--- src/rtl/matrix_input_parser_if.sv ---
// Byte-stream input and matrix-write output bundle of matrix_input_parser.
// The master modport is the parser; the slave modport is its environment.
interface matrix_input_parser_if #(
    parameter int DATA_WIDTH = 8,
    parameter int ADDR_WIDTH = 5
);
    logic                  en;
    logic                  clear;
    logic [7:0]            rx_byte;
    logic                  rx_valid;
    logic [2:0]            dim_m;
    logic [2:0]            dim_n;
    logic                  wr_en;
    logic [ADDR_WIDTH-1:0] wr_addr;
    logic [DATA_WIDTH-1:0] wr_data;
    logic                  parse_done;
    logic                  parse_error;
    logic [1:0]            err_code;
    logic                  busy;

    modport master (
        input  en, clear, rx_byte, rx_valid,
        output dim_m, dim_n, wr_en, wr_addr, wr_data,
        output parse_done, parse_error, err_code, busy
    );

    modport slave (
        output en, clear, rx_byte, rx_valid,
        input  dim_m, dim_n, wr_en, wr_addr, wr_data,
        input  parse_done, parse_error, err_code, busy
    );
endinterface

--- src/rtl/matrix_input_parser.sv ---
// Tokenises an ASCII decimal byte stream into matrix dims m, n and m*n
// row-major element writes, reporting completion or a coded rejection.
module matrix_input_parser #(
    parameter int MAX_DIM    = 5,
    parameter int ELEM_MAX   = 9,
    parameter int DATA_WIDTH = 8,
    parameter int ADDR_WIDTH = $clog2(MAX_DIM*MAX_DIM)
) (
    input  logic clk,
    input  logic rst_n,
    matrix_input_parser_if.master bus
);
    typedef enum logic [2:0] {S_IDLE, S_M, S_N, S_ELEM, S_DONE, S_ERR} state_t;

    state_t                state_q, state_n;
    logic [DATA_WIDTH-1:0] acc_q, acc_n;
    logic                  tok_q, tok_n;
    logic                  ovf_q, ovf_n;
    logic [ADDR_WIDTH-1:0] count_q, count_n;
    logic [2:0]            dim_m_q, dim_m_n;
    logic [2:0]            dim_n_q, dim_n_n;
    logic                  wr_en_q, wr_en_n;
    logic [ADDR_WIDTH-1:0] wr_addr_q, wr_addr_n;
    logic [DATA_WIDTH-1:0] wr_data_q, wr_data_n;
    logic                  done_q, done_n;
    logic                  error_q, error_n;
    logic [1:0]            err_q, err_n;

    logic                  is_digit, is_delim;
    logic [DATA_WIDTH:0]   step;
    logic [ADDR_WIDTH:0]   total, count_inc;

    // Returns {overflow, acc*10+digit clamped to all-ones}.
    function automatic logic [DATA_WIDTH:0] acc_step(input logic [DATA_WIDTH-1:0] a,
                                                     input logic [3:0] d);
        logic [DATA_WIDTH+3:0] wide;
        wide = (DATA_WIDTH+4)'(a) * (DATA_WIDTH+4)'(10) + (DATA_WIDTH+4)'(d);
        if (wide > (DATA_WIDTH+4)'({DATA_WIDTH{1'b1}}))
            acc_step = {1'b1, {DATA_WIDTH{1'b1}}};
        else
            acc_step = {1'b0, wide[DATA_WIDTH-1:0]};
    endfunction

    assign is_digit  = (bus.rx_byte >= 8'h30) && (bus.rx_byte <= 8'h39);
    assign is_delim  = (bus.rx_byte == 8'h20) || (bus.rx_byte == 8'h0D) ||
                       (bus.rx_byte == 8'h0A) || (bus.rx_byte == 8'h2C);
    assign step      = acc_step(acc_q, bus.rx_byte[3:0]);
    assign total     = (ADDR_WIDTH+1)'(dim_m_q) * (ADDR_WIDTH+1)'(dim_n_q);
    assign count_inc = (ADDR_WIDTH+1)'(count_q) + (ADDR_WIDTH+1)'(1);

    always_comb begin
        state_n   = state_q;
        acc_n     = acc_q;
        tok_n     = tok_q;
        ovf_n     = ovf_q;
        count_n   = count_q;
        dim_m_n   = dim_m_q;
        dim_n_n   = dim_n_q;
        wr_en_n   = 1'b0;
        wr_addr_n = wr_addr_q;
        wr_data_n = wr_data_q;
        error_n   = 1'b0;
        err_n     = err_q;
        // The final write is already on the bus while the state reads S_DONE.
        done_n    = wr_en_q && (state_q == S_DONE) && !bus.clear;

        if (bus.clear || state_q == S_IDLE) begin
            acc_n = '0;
            tok_n = 1'b0;
            ovf_n = 1'b0;
            if (bus.en) begin
                state_n = S_M;
                err_n   = 2'd0;
                dim_m_n = 3'd0;
                dim_n_n = 3'd0;
                count_n = '0;
            end else begin
                state_n = S_IDLE;
            end
        end else begin
            case (state_q)
                S_M, S_N, S_ELEM: begin
                    if (!bus.en) begin
                        state_n = S_IDLE;
                    end else if (bus.rx_valid) begin
                        if (is_digit) begin
                            acc_n = step[DATA_WIDTH-1:0];
                            ovf_n = ovf_q | step[DATA_WIDTH];
                            tok_n = 1'b1;
                        end else if (is_delim) begin
                            if (tok_q) begin
                                acc_n = '0;
                                tok_n = 1'b0;
                                ovf_n = 1'b0;
                                if (state_q == S_ELEM) begin
                                    if (!ovf_q && acc_q <= DATA_WIDTH'(ELEM_MAX)) begin
                                        wr_en_n   = 1'b1;
                                        wr_addr_n = count_q;
                                        wr_data_n = acc_q;
                                        count_n   = count_q + ADDR_WIDTH'(1);
                                        if (count_inc == total) state_n = S_DONE;
                                    end else begin
                                        state_n = S_ERR;
                                        error_n = 1'b1;
                                        err_n   = 2'd3;
                                    end
                                end else if (!ovf_q && acc_q >= DATA_WIDTH'(1) &&
                                             acc_q <= DATA_WIDTH'(MAX_DIM)) begin
                                    if (state_q == S_M) begin
                                        dim_m_n = acc_q[2:0];
                                        state_n = S_N;
                                    end else begin
                                        dim_n_n = acc_q[2:0];
                                        state_n = S_ELEM;
                                    end
                                end else begin
                                    state_n = S_ERR;
                                    error_n = 1'b1;
                                    err_n   = 2'd2;
                                end
                            end
                        end else begin
                            state_n = S_ERR;
                            error_n = 1'b1;
                            err_n   = 2'd1;
                        end
                    end
                end
                S_DONE, S_ERR: begin
                    if (!bus.en) state_n = S_IDLE;
                end
                default: state_n = S_IDLE;
            endcase
        end
    end

    always_ff @(posedge clk) begin
        if (!rst_n) begin
            state_q   <= S_IDLE;
            acc_q     <= '0;
            tok_q     <= 1'b0;
            ovf_q     <= 1'b0;
            count_q   <= '0;
            dim_m_q   <= 3'd0;
            dim_n_q   <= 3'd0;
            wr_en_q   <= 1'b0;
            wr_addr_q <= '0;
            wr_data_q <= '0;
            done_q    <= 1'b0;
            error_q   <= 1'b0;
            err_q     <= 2'd0;
        end else begin
            state_q   <= state_n;
            acc_q     <= acc_n;
            tok_q     <= tok_n;
            ovf_q     <= ovf_n;
            count_q   <= count_n;
            dim_m_q   <= dim_m_n;
            dim_n_q   <= dim_n_n;
            wr_en_q   <= wr_en_n;
            wr_addr_q <= wr_addr_n;
            wr_data_q <= wr_data_n;
            done_q    <= done_n;
            error_q   <= error_n;
            err_q     <= err_n;
        end
    end

    assign bus.dim_m       = dim_m_q;
    assign bus.dim_n       = dim_n_q;
    assign bus.wr_en       = wr_en_q;
    assign bus.wr_addr     = wr_addr_q;
    assign bus.wr_data     = wr_data_q;
    assign bus.parse_done  = done_q;
    assign bus.parse_error = error_q;
    assign bus.err_code    = err_q;
    assign bus.busy        = (state_q == S_M) || (state_q == S_N) || (state_q == S_ELEM);
endmodule

--- src/flat_wrapper.sv ---
// flat-port wrapper written by rule: the top's interface ports become plain ports
module matrix_input_parser_flat 
#(
    parameter int MAX_DIM    = 5,
    parameter int ELEM_MAX   = 9,
    parameter int DATA_WIDTH = 8,
    parameter int ADDR_WIDTH = $clog2(MAX_DIM*MAX_DIM)
)
  (clk, rst_n, bus_en, bus_clear, bus_rx_byte, bus_rx_valid, bus_dim_m, bus_dim_n, bus_wr_en, bus_wr_addr, bus_wr_data, bus_parse_done, bus_parse_error, bus_err_code, bus_busy);
  matrix_input_parser_if #(.DATA_WIDTH(DATA_WIDTH), .ADDR_WIDTH(ADDR_WIDTH)) bus_i ();
  input  logic clk;
  input  logic rst_n;
  input wire logic [$bits(bus_i.en)-1:0] bus_en;
  input wire logic [$bits(bus_i.clear)-1:0] bus_clear;
  input wire logic [$bits(bus_i.rx_byte)-1:0] bus_rx_byte;
  input wire logic [$bits(bus_i.rx_valid)-1:0] bus_rx_valid;
  output wire logic [$bits(bus_i.dim_m)-1:0] bus_dim_m;
  output wire logic [$bits(bus_i.dim_n)-1:0] bus_dim_n;
  output wire logic [$bits(bus_i.wr_en)-1:0] bus_wr_en;
  output wire logic [$bits(bus_i.wr_addr)-1:0] bus_wr_addr;
  output wire logic [$bits(bus_i.wr_data)-1:0] bus_wr_data;
  output wire logic [$bits(bus_i.parse_done)-1:0] bus_parse_done;
  output wire logic [$bits(bus_i.parse_error)-1:0] bus_parse_error;
  output wire logic [$bits(bus_i.err_code)-1:0] bus_err_code;
  output wire logic [$bits(bus_i.busy)-1:0] bus_busy;
  assign bus_i.en = bus_en;
  assign bus_i.clear = bus_clear;
  assign bus_i.rx_byte = bus_rx_byte;
  assign bus_i.rx_valid = bus_rx_valid;
  assign bus_dim_m = bus_i.dim_m;
  assign bus_dim_n = bus_i.dim_n;
  assign bus_wr_en = bus_i.wr_en;
  assign bus_wr_addr = bus_i.wr_addr;
  assign bus_wr_data = bus_i.wr_data;
  assign bus_parse_done = bus_i.parse_done;
  assign bus_parse_error = bus_i.parse_error;
  assign bus_err_code = bus_i.err_code;
  assign bus_busy = bus_i.busy;
  matrix_input_parser #(.MAX_DIM(MAX_DIM), .ELEM_MAX(ELEM_MAX), .DATA_WIDTH(DATA_WIDTH), .ADDR_WIDTH(ADDR_WIDTH)) u_core (.clk(clk), .rst_n(rst_n), .bus(bus_i));
endmodule
--- config.mk ---
export PLATFORM = sky130hd
export DESIGN_NAME = matrix_input_parser_flat
export DESIGN_NICKNAME = d
export VERILOG_FILES = /design/src/rtl/matrix_input_parser_if.sv /design/src/rtl/matrix_input_parser.sv /design/src/flat_wrapper.sv
export SDC_FILE = /design/constraint.sdc
export NUM_CORES = 1
export LEC_CHECK = 0
export BUFFER_PORTS_ARGS = -buffer_cell sky130_fd_sc_hd__buf_4
export CELL_PAD_IN_SITES_DETAIL_PLACEMENT = 1
export CELL_PAD_IN_SITES_GLOBAL_PLACEMENT = 1
export CORE_MARGIN = 4
export CORE_UTILIZATION = 39
export DETAILED_ROUTE_END_ITERATION = 8
export PLACE_DENSITY = 0.81
export SETUP_SLACK_MARGIN = 0.05
export SYNTH_ARGS = -nofsm -noshare
export SYNTH_HDL_FRONTEND = slang
export SYNTH_SLANG_ARGS = --single-unit
--- constraint.sdc ---
create_clock -name clk -period 2.8 [get_ports clk]
set_input_delay 0.42 -clock clk [delete_from_list [all_inputs] [get_ports clk]]
set_output_delay 0.42 -clock clk [all_outputs]
set_load 0.1 [all_outputs]
==> run_results.csv, run 1 <==
group,metric,value,unit
status,outcome,"complete, but fails checks",
status,violations,"setup timing",
global_routing,grt_use_total,0.196,
yosys,ys.flop_type,"dfxtp_1",
timing,relSlewSlack,0.593,
floorplan,coreArea,6940,µm²
yosys,syn-num-nets,387,
pwr,powerDensity,305,nW/µm²
pwr,ir_drop,0.000160,V
yosys,yosysWarningCount,0,
floorplan,die_w,93.6,µm
clock_network,worst_skew_pair.late_latency,0.31,ns
place,preCtsSetupSlack,-0.314,ns
pwr,switchingPower,0.324,mW
clock_network,cts_hold_buf,0,
setup_path,cp.buffers_inverters,0,
global_routing,grt_first_pass_wirelength,13800,µm
yosys,syn-instance-count,349,
pwr,p_int,0.811,mW
timing,maxSlewViolCount,0,
global_routing,grt_max_degree,39,
yosys,netlist_area,2860,µm²
final_layout,areaGrowthSynthToFinish,30.4,%
yosys,synth_top_area_frac,0.294,
setup_path,reg2reg_depth,10,
floorplan,rows,30,
clock_network,cts.htree.levels,2,
yosys,netlist_top_cells_area,"dfxtp_1 29%, ha_1 9.2%, nand2_1 7.0%",
floorplan,start_util,0.411,
yosys,synthArstFlopShare,0,
yosys,ys_ff_latch,42,
yosys,synth.most_common_cell,"nand2_1",
drt,dr.pass1.iters,4,
final_layout,layout.nets,439,
timing,rsz0062_at_grt,"yes",
setup_path,required,3.01,ns
drt,drtIter0Drc,65,
timing,fin_tns_setup,-0.339,ns
drt,drc_errors,0,
timing,finalWorstSetupSlack,-0.151,ns
place,port_buffers,37,
timing,min_period,2.95,ns
global_routing,overflow,0,
run,max_cap_viol_count,0,
setup_path,crit_fanout,2,
place,dp_hpwl,6270,µm
final_layout,fin_cells,498,
setup_path,critPathCaptureType,"flip-flop",
timing,hold_viol_final,0,
timing,setup_viol,3,
drt,wl_per_cell,17.4,µm
final_layout,multi_input_area,2190,µm²
setup_path,crit_family,"adder cells",
timing,worstMarginPinSlew,0.607,ns
final_layout,nFillCells,860,
pwr,seqPwrFrac,0.524,
timing,fmax,339,MHz
global_routing,first_global_vias,2790,
yosys,synth_edf_count,0,
pwr,power.leakage,1.47,nW
setup_path,slowest_delay,0.53,ns
place,dp.cells,485,
yosys,avgSynthCellArea,8.18,µm²
pwr,clkPwrFrac,0.376,
clock_network,clkTransAtPathRegs,0.09,ns
floorplan,die_h,93.6,µm
yosys,synth_common_cells,"53 x nand2_1, 42 x dfxtp_1, 25 x nor2_1",
drt,via_per_inst,5.54,
drt,num_vias,2757,
pwr,switching_share,0.286,
floorplan,pin_count,38,
hold_path,hold_path_class,"input port to flip-flop",
final_layout,seqCellArea,870,µm²
drt,postRouteAntennaNets,0,
clock_network,clock_path_buffers,2,
final_layout,drive_above_1_share,0.326,
setup_path,crit_slowest_cell,"fa_2",
clock_network,cts_sinks,42,
yosys,yosysTopAreaCell,"dfxtp_1",
yosys,seq_area_frac_synth,0.294,
setup_path,worst-path-stages,10,
timing,clock_skew,0.00638,ns
drt,wirelength,8640,µm
clock_network,cts_tree,"done",
final_layout,antenna_cells,0,
clock_network,numCtsBuffers,5,
floorplan,die_area,8760,µm²
setup_path,path_cells,"and2_4 > fa_1 > ha_2 > fa_2 > or3b_4 > o22ai_2 > nor2_2 > nor4_2 > nor3_1 > o21bai_1",
hold_path,worstHoldPathCells,3,
yosys,synth_cell_types,56,
setup_path,cp.arrival,3.16,ns
timing,post-route-period-util,1.05,
setup_path,start_kind,"flip-flop",
setup_path,path_class,"flip-flop to flip-flop",
pwr,p_comb_frac,0.099,
global_routing,antenna_found_initial,0,
clock_network,cts_root_buf,"clkbuf_8",
place,globalplace.congestion,0.885,
==> flip-flops by register name, indices dropped and copies added, names as in the netlist <==
register,count
u_core.bus.wr_data,8
u_core.bus.parse_done,1
u_core.count_q,5
u_core.bus.wr_en,1
u_core.ovf_q,1
u_core.bus.dim_n,3
u_core.tok_q,1
u_core.bus.dim_m,3
u_core.bus.err_code,2
u_core.state_q,3
u_core.acc_q,8
u_core.bus.wr_addr,5
u_core.bus.parse_error,1
==> cell usage in the layout, fill, tap and decap left out, types with 7 or more instances in the layout <==
| master | count |
|---|---|
| buf_4 | 56 |
| nand2b_1 | 8 |
| o21ai_0 | 14 |
| dfxtp_1 | 33 |
| a21oi_1 | 17 |
| dfxtp_4 | 7 |
| nand3_1 | 17 |
| a21boi_0 | 12 |
| nor3_1 | 9 |
| nand2_1 | 52 |
| nor2_1 | 23 |
| ha_1 | 16 |
| and2_1 | 11 |
==> tightest hold or removal path: cells and delay by family <==
kind | cells | cell delay (ns)
and+or+nand+nor | 1 | 0.09
AOI/OAI and AO/OA | 1 | 0.07
buffers and inverters | 1 | 0.14
==> power groups by stage <==
stage	sequential [mW]	clock (mW)	combinational, mW
2_1_floorplan	0.613	0	0.0674
3_3_place_gp	0.610	0	0.106
3_5_place_dp	0.610	0	0.108
4_1_cts	0.596	0.428	0.109
5_1_grt	0.596	0.463	0.123
6_report	0.595	0.427	0.113
==> timing repair <==
action                     in CTS  in global routing
resized for setup              24                 25
setup endpoints to repair      11                 12
pin swaps                      16                 13
buffers inserted                2                  1
gates cloned                    1                  1
==> cell families (layout without fill, tap and decap cells) <==
kind of cell | count (synthesis) | count (layout) | share of synthesized area
adder cells (fa/ha/maj) | 25 | 25 | 0.120
multiplexers | 5 | 5 | 0.0175
buffers and inverters | 17 | 69 | 0.0267
flip-flops | 42 | 42 | 0.294
AO/OA/AOI/OAI | 87 | 87 | 0.212
AND/OR/NAND/NOR | 161 | 162 | 0.293
XOR/XNOR | 12 | 12 | 0.0368
==> final timing paths <==
kind	start	end	slack (ns)
worst min register to register	u_core.bus.wr_addr[4]	u_core.bus.wr_addr[4]	0.47
worst min-delay path	bus_en	u_core.state_q[0]	0.46
worst max-delay path	u_core.bus.dim_n[1]	u_core.state_q[0]	-0.15
worst max register to register	u_core.bus.dim_n[1]	u_core.state_q[0]	-0.15
==> final cells by class <==
cell class	instances	share of cell area
clock buffers	5	0.0185
clock inverters	3	0.00638
inverters	3	0.00302
multi-input cells	291	0.588
flip-flops and latches	42	0.233
well taps	96	0.0322
repair buffers	58	0.119
==> through the flow <==
stage / area, µm² / hold WS [ns] / utilization / total power [mW]
after floorplan: 2900 / 0.461 / - / 0.680
after global placement: 3360 / 0.451 / 0.484 / 0.716
after detailed placement: 3360 / 0.460 / 0.484 / 0.718
after CTS: 3580 / 0.419 / 0.516 / 1.13
after global routing: 3730 / 0.460 / 0.537 / 1.18
final: 3730 / 0.456 / 0.537 / 1.14
==> routing by layer <==
metal,share of wire,up-vias,track usage
li1,-,1358,-
met1,0.44,1326,0.250
met2,0.51,58,0.348
met3,0.033,15,0.0282
met4,0.019,0,0.0481
met5,0,-,0
Power figures use the tool's default switching activity.
==> run 2, diff against run 1 <==
- CORE_ASPECT_RATIO: not set -> 1.1
- SETUP_SLACK_MARGIN: 0.05 -> 0.2
==> run 2 against run 1 <==
Net effect:
- the flow still finishes with violations (setup timing)
- combinational power barely moved
- global-route usage rose by 1.1 points
- non-clock buffer count rose by 5
- utilization rose by 0.91 points
- final cell count fell by 1.4%
==> run_results.csv, run 2 (synthesized netlist as in run 1, its figures left out) <==
group,metric,value,unit
clock_network,cts_tree,"done",
timing,min_period,2.89,ns
setup_path,rr_endpoint,"u_core.state_q[0]",
final_layout,drive_above_1_share,0.365,
setup_path,reg2reg_depth,10,
place,preCtsSetupSlack,-0.250,ns
final_layout,antenna_cells,0,
clock_network,clock_path_buffers,2,
pwr,power.leakage,1.52,nW
final_layout,finish.instance_area,3870,µm²
drt,drtIter0Drc,135,
status,outcome,"complete, but fails checks",
hold_path,worstHoldPathCells,3,
final_layout,layout.nets,443,
setup_path,r2r_slack,-0.09,ns
drt,num_vias,2848,
final_layout,layout_commonest_cell,"buf_4",
final_layout,areaGrowthSynthToFinish,35.4,%
clock_network,clkTransAtPathRegs,0.09,ns
global_routing,first_global_vias,2929,
place,dp.cells,474,
timing,fin_tns_setup,-0.156,ns
global_routing,grt_first_pass_wirelength,14500,µm
global_routing,overflow,0,
clock_network,cts_root_buf,"clkbuf_8",
floorplan,start_util,0.403,
floorplan,rows,32,
timing,setup_viol,2,
setup_path,timing.rr.start,"u_core.bus.dim_m[2]",
hold_path,min_from,"bus_en",
setup_path,critPathCaptureType,"flip-flop",
setup_path,slowest_delay,0.53,ns
timing,post-route-period-util,1.03,
setup_path,path_class,"flip-flop to flip-flop",
pwr,clkPwrFrac,0.375,
floorplan,die_w,89.6,µm
final_layout,nFillCells,857,
drt,drc_errors,0,
setup_path,crit_slowest_cell,"fa_2",
drt,dr.pass1.iters,4,
drt,via_per_inst,5.80,
status,violations,"setup timing",
hold_path,hold_path_class,"input port to flip-flop",
final_layout,mostFrequentLayoutCells,"60 x buf_4, 52 x nand2_1, 31 x dfxtp_1, 22 x nor2_1, 17 x nand3_1",
clock_network,cts_sinks,42,
floorplan,pin_count,38,
pwr,p_int,0.812,mW
global_routing,grt_use_total,0.208,
floorplan,coreArea,7090,µm²
place,port_buffers,37,
timing,maxSlewViolCount,0,
run,max_cap_viol_count,0,
setup_path,cp.arrival,3.08,ns
final_layout,final_core_util,0.546,
drt,wirelength,9230,µm
global_routing,grt_max_degree,39,
pwr,ir_drop,0.000138,V
timing,hold_viol_final,0,
place,dp_hpwl,6360,µm
timing,clock_skew,0.0103,ns
clock_network,numCtsBuffers,5,
final_layout,multi_input_area,2300,µm²
setup_path,path_cells,"and2_4 > fa_1 > ha_2 > fa_2 > or3b_4 > o22ai_2 > nor2_2 > nor4_2 > nor3_1 > o21bai_1",
global_routing,antenna_found_initial,0,
final_layout,seqCellArea,875,µm²
place,globalplace.congestion,0.841,
pwr,p_comb_frac,0.102,
drt,postRouteAntennaNets,0,
place,postPlaceCellArea,3350,µm²
timing,worstMarginPinSlew,0.713,ns
floorplan,die_h,97.8,µm
clock_network,worst_skew_pair.late_latency,0.31,ns
setup_path,start_kind,"flip-flop",
hold_path,hold_end,"u_core.state_q[0]",
final_layout,fin_cells,491,
pwr,powerDensity,294,nW/µm²
timing,relSlewSlack,0.522,
timing,rsz0062_at_grt,"yes",
floorplan,die_area,8760,µm²
timing,finalWorstSetupSlack,-0.0900,ns
pwr,seqPwrFrac,0.523,
clock_network,cts.htree.levels,2,
drt,wl_per_cell,18.8,µm
timing,fmax,346,MHz
pwr,switchingPower,0.325,mW
setup_path,required,2.99,ns
setup_path,crit_fanout,2,
pwr,switching_share,0.286,
-- run 2: cell count changes in the layout (fill, tap and decap cells not counted), sizes merged --
cell,previous run,this run
clkinv,0,1
buf,58,63
or4,4,3
clkinvlp,2,1
-- run 2: power by group through the flow --
| stage | logic [mW] | registers [mW] | clock network (mW) |
|---|---|---|---|
| 3_3_place_gp | 0.107 | 0.610 | 0 |
| 4_1_cts | 0.112 | 0.594 | 0.433 |
| 6_report | 0.116 | 0.594 | 0.427 |
| 2_1_floorplan | 0.0674 | 0.613 | 0 |
| 5_1_grt | 0.124 | 0.594 | 0.455 |
| 3_5_place_dp | 0.109 | 0.610 | 0 |
-- run 2: layer usage --
| layer | up-vias | global-route usage | share of wire |
|---|---|---|---|
| li1 | 1363 | - | - |
| met1 | 1405 | 0.256 | 0.41 |
| met2 | 65 | 0.370 | 0.54 |
| met3 | 15 | 0.0219 | 0.038 |
| met4 | 0 | 0.0607 | 0.021 |
| met5 | - | 0 | 0 |
-- run 2: how the worst max path moves through the flow --
stage	from	endpoint	slack (ns)	cells after the start
6_report	u_core.bus.dim_m[2]	u_core.state_q[0]	-0.09	10
5_1_grt	u_core.bus.dim_m[2]	u_core.state_q[0]	-0.24	10
4_1_cts	u_core.bus.dim_m[1]	u_core.state_q[0]	-0.19	11
3_5_place_dp	u_core.bus.dim_n[2]	u_core.state_q[0]	-0.25	11
3_3_place_gp	u_core.bus.dim_n[2]	u_core.state_q[0]	-0.14	11
2_1_floorplan	u_core.bus.dim_n[0]	u_core.state_q[0]	-0.23	10
-- run 2: timing repair --
| item | CTS | global route |
|---|---|---|
| pin swaps | 32 | 25 |
| cloned | 1 | 0 |
| hold buffers | 0 | 0 |
| gates resized for setup | 37 | 28 |
| setup buffers | 5 | 3 |
| setup endpoints to repair | 12 | 12 |
| endpoints found under the hold margin | 0 | 0 |
-- run 2: stage by stage --
| stage | hold slack [ns] | total power, mW |
|---|---|---|
| 2_1_floorplan | 0.461 | 0.680 |
| 3_3_place_gp | 0.450 | 0.717 |
| 5_1_grt | 0.460 | 1.17 |
| 6_report | 0.437 | 1.14 |
| 3_5_place_dp | 0.456 | 0.719 |
| 4_1_cts | 0.435 | 1.14 |
-- run 2: final cells by class --
class	instances	share of cell area
clock inverters	3	0.00647
clock buffers	5	0.0178
inverters	3	0.00291
well taps	85	0.0275
repair buffers	63	0.125
flip-flops and latches	42	0.226
multi-input cells	290	0.594
-- run 2: critical path, delay by kind of cell, from the launching register on --
kind | cells | cell delay [ns]
flip-flops | 1 | 0.35
adder cells (fa/ha/maj) | 3 | 1.21
AO/OA/AOI/OAI | 2 | 0.30
AND/OR/NAND/NOR | 5 | 0.89
==> run 3, diff against run 2 <==
- CORE_UTILIZATION: 39 -> 40
- CTS_BUF_LIST: not set -> sky130_fd_sc_hd__clkbuf_8
- MAX_ROUTING_LAYER: not set -> met4
- PLACE_DENSITY: 0.81 -> 0.83
==> run 3 against run 2 <==
Net effect:
- the run still ends with setup timing left
- register-to-register slack lost 0.06 ns
- final cell count grew 0.20%
- sequential power is essentially flat
- combinational power is essentially flat
- sequential share of layout area is essentially flat
- worst hold slack gained 0.020 ns
- die area shrank 2.3%
- largest cell class unchanged
- largest power group unchanged
==> run_results.csv, run 3 (synthesized netlist as in run 1, its figures left out) <==
group,metric,value,unit
status,outcome,"complete, but fails checks",
status,violations,"setup timing",
timing,setup_viol,3,
timing,min_period,2.95,ns
final_layout,mostFrequentLayoutCells,"61 x buf_4, 52 x nand2_1, 33 x dfxtp_1, 22 x nor2_1, 17 x nand3_1",
timing,fin_tns_setup,-0.224,ns
drt,wl_per_cell,19.0,µm
clock_network,cts_hold_buf,0,
timing,post-route-period-util,1.05,
clock_network,clkTransAtPathRegs,0.09,ns
place,dp.cells,476,
setup_path,critPathCaptureType,"flip-flop",
timing,maxSlewViolCount,0,
place,postPlaceCellArea,3370,µm²
setup_path,crit_slowest_cell,"fa_2",
floorplan,start_util,0.410,
final_layout,final_core_util,0.553,
setup_path,slowest_delay,0.55,ns
pwr,switchingPower,0.304,mW
pwr,p_int,0.804,mW
drt,wirelength,9340,µm
final_layout,antenna_cells,0,
place,port_buffers,37,
global_routing,grt_max_degree,39,
setup_path,path_class,"flip-flop to flip-flop",
timing,worstMarginPinSlew,0.700,ns
global_routing,first_global_vias,3058,
drt,postRouteAntennaNets,0,
drt,via_per_inst,5.85,
hold_path,min_from,"bus_rx_byte[0]",
timing,hold_viol_final,0,
timing,relSlewSlack,0.531,
setup_path,crit_path_start,"u_core.bus.dim_m[0]",
global_routing,antenna_found_initial,0,
pwr,p_comb_frac,0.104,
drt,drtIter0Drc,152,
global_routing,grt_first_pass_wirelength,15100,µm
setup_path,timing.rr.start,"u_core.bus.dim_m[0]",
final_layout,layout_commonest_cell,"buf_4",
clock_network,cts_tree,"done",
setup_path,crit_fanout,2,
hold_path,hold_path_class,"input port to flip-flop",
place,dp_hpwl,6350,µm
floorplan,rows,32,
floorplan,pin_count,38,
setup_path,crit_family,"adder cells",
floorplan,coreArea,6970,µm²
clock_network,numCtsBuffers,5,
place,preCtsSetupSlack,-0.280,ns
floorplan,die_h,96.6,µm
final_layout,areaGrowthSynthToFinish,34.9,%
clock_network,cts.htree.levels,2,
place,globalplace.congestion,0.831,
timing,fmax,339,MHz
setup_path,path_cells,"and2_4 > fa_1 > ha_2 > fa_2 > or3b_4 > o22ai_2 > nor2_2 > nor4_2 > nor3_1 > o21bai_1",
final_layout,drive_above_1_share,0.351,
clock_network,cts_root_buf,"clkbuf_8",
setup_path,required,2.98,ns
clock_network,cts_sinks,42,
pwr,seqPwrFrac,0.537,
pwr,ir_drop,0.000147,V
drt,drc_errors,0,
pwr,power.leakage,1.49,nW
run,max_cap_viol_count,0,
floorplan,die_area,8560,µm²
timing,clock_skew,0.00437,ns
drt,num_vias,2876,
pwr,switching_share,0.274,
pwr,powerDensity,287,nW/µm²
setup_path,start_kind,"flip-flop",
setup_path,cp.buffers_inverters,0,
global_routing,overflow,0,
final_layout,finish.instance_area,3850,µm²
clock_network,worst_skew_pair.late_latency,0.30,ns
floorplan,die_w,88.6,µm
pwr,total_power,1.11,mW
clock_network,clock_path_buffers,2,
global_routing,grt_use_total,0.226,
setup_path,cp.arrival,3.14,ns
pwr,clkPwrFrac,0.359,
timing,hold-worst-slack,0.457,ns
final_layout,fin_cells,492,
timing,rsz0062_at_grt,"yes",
final_layout,layout.nets,444,
timing,finalWorstSetupSlack,-0.153,ns
drt,dr.pass1.iters,4,
-- run 3: power groups by stage --
stage / registers, mW / clock network [mW] / logic, mW
CTS: 0.595 / 0.407 / 0.111
floorplan: 0.613 / 0 / 0.0674
global route: 0.595 / 0.438 / 0.124
global placement: 0.610 / 0 / 0.106
detailed placement: 0.610 / 0 / 0.109
finish: 0.595 / 0.397 / 0.115
-- run 3: layout make-up --
| type | instances | area (µm²) |
|---|---|---|
| fillers | 825 | 3110 |
| multi-input cells | 291 | 2300 |
| flip-flops and latches | 42 | 870 |
| repair buffers | 63 | 480 |
| well taps | 85 | 106 |
| clock buffers | 5 | 68.8 |
| clock inverters | 3 | 16.3 |
| inverters | 3 | 11.3 |
-- run 3: worst paths after layout --
kind                                              end  slack [ns]  cells past startpoint
worst max-delay path                u_core.state_q[0]       -0.15                     10
worst min-delay path                  u_core.acc_q[0]        0.46                      3
worst max register to register      u_core.state_q[0]       -0.15                     10
worst min register to register  u_core.bus.parse_done        0.46                      2
-- run 3: routing by layer --
| layer | up-vias | GRT usage | part of all wire |
|---|---|---|---|
| met5 | - | - | 0 |
| met4 | 0 | 0.0767 | 0.034 |
| met3 | 25 | 0.0298 | 0.030 |
| met2 | 61 | 0.396 | 0.54 |
| met1 | 1415 | 0.259 | 0.40 |
| li1 | 1375 | - | - |
-- run 3: worst register-to-register path, stage by stage (launching register included) --
cell,delay (ns)
dfxtp_4,0.35
and2_4,0.15
fa_1,0.48
ha_2,0.20
fa_2,0.55
or3b_4,0.38
o22ai_2,0.16
nor2_2,0.08
nor4_2,0.26
nor3_1,0.07
o21bai_1,0.17
-- run 3: repair_timing --
item / 4_1_cts / 5_1_grt
setup endpoints to repair: 12 / 12
setup buffers: 4 / 2
gates resized for setup: 36 / 23
gates cloned: 2 / 0
pin swaps: 29 / 29
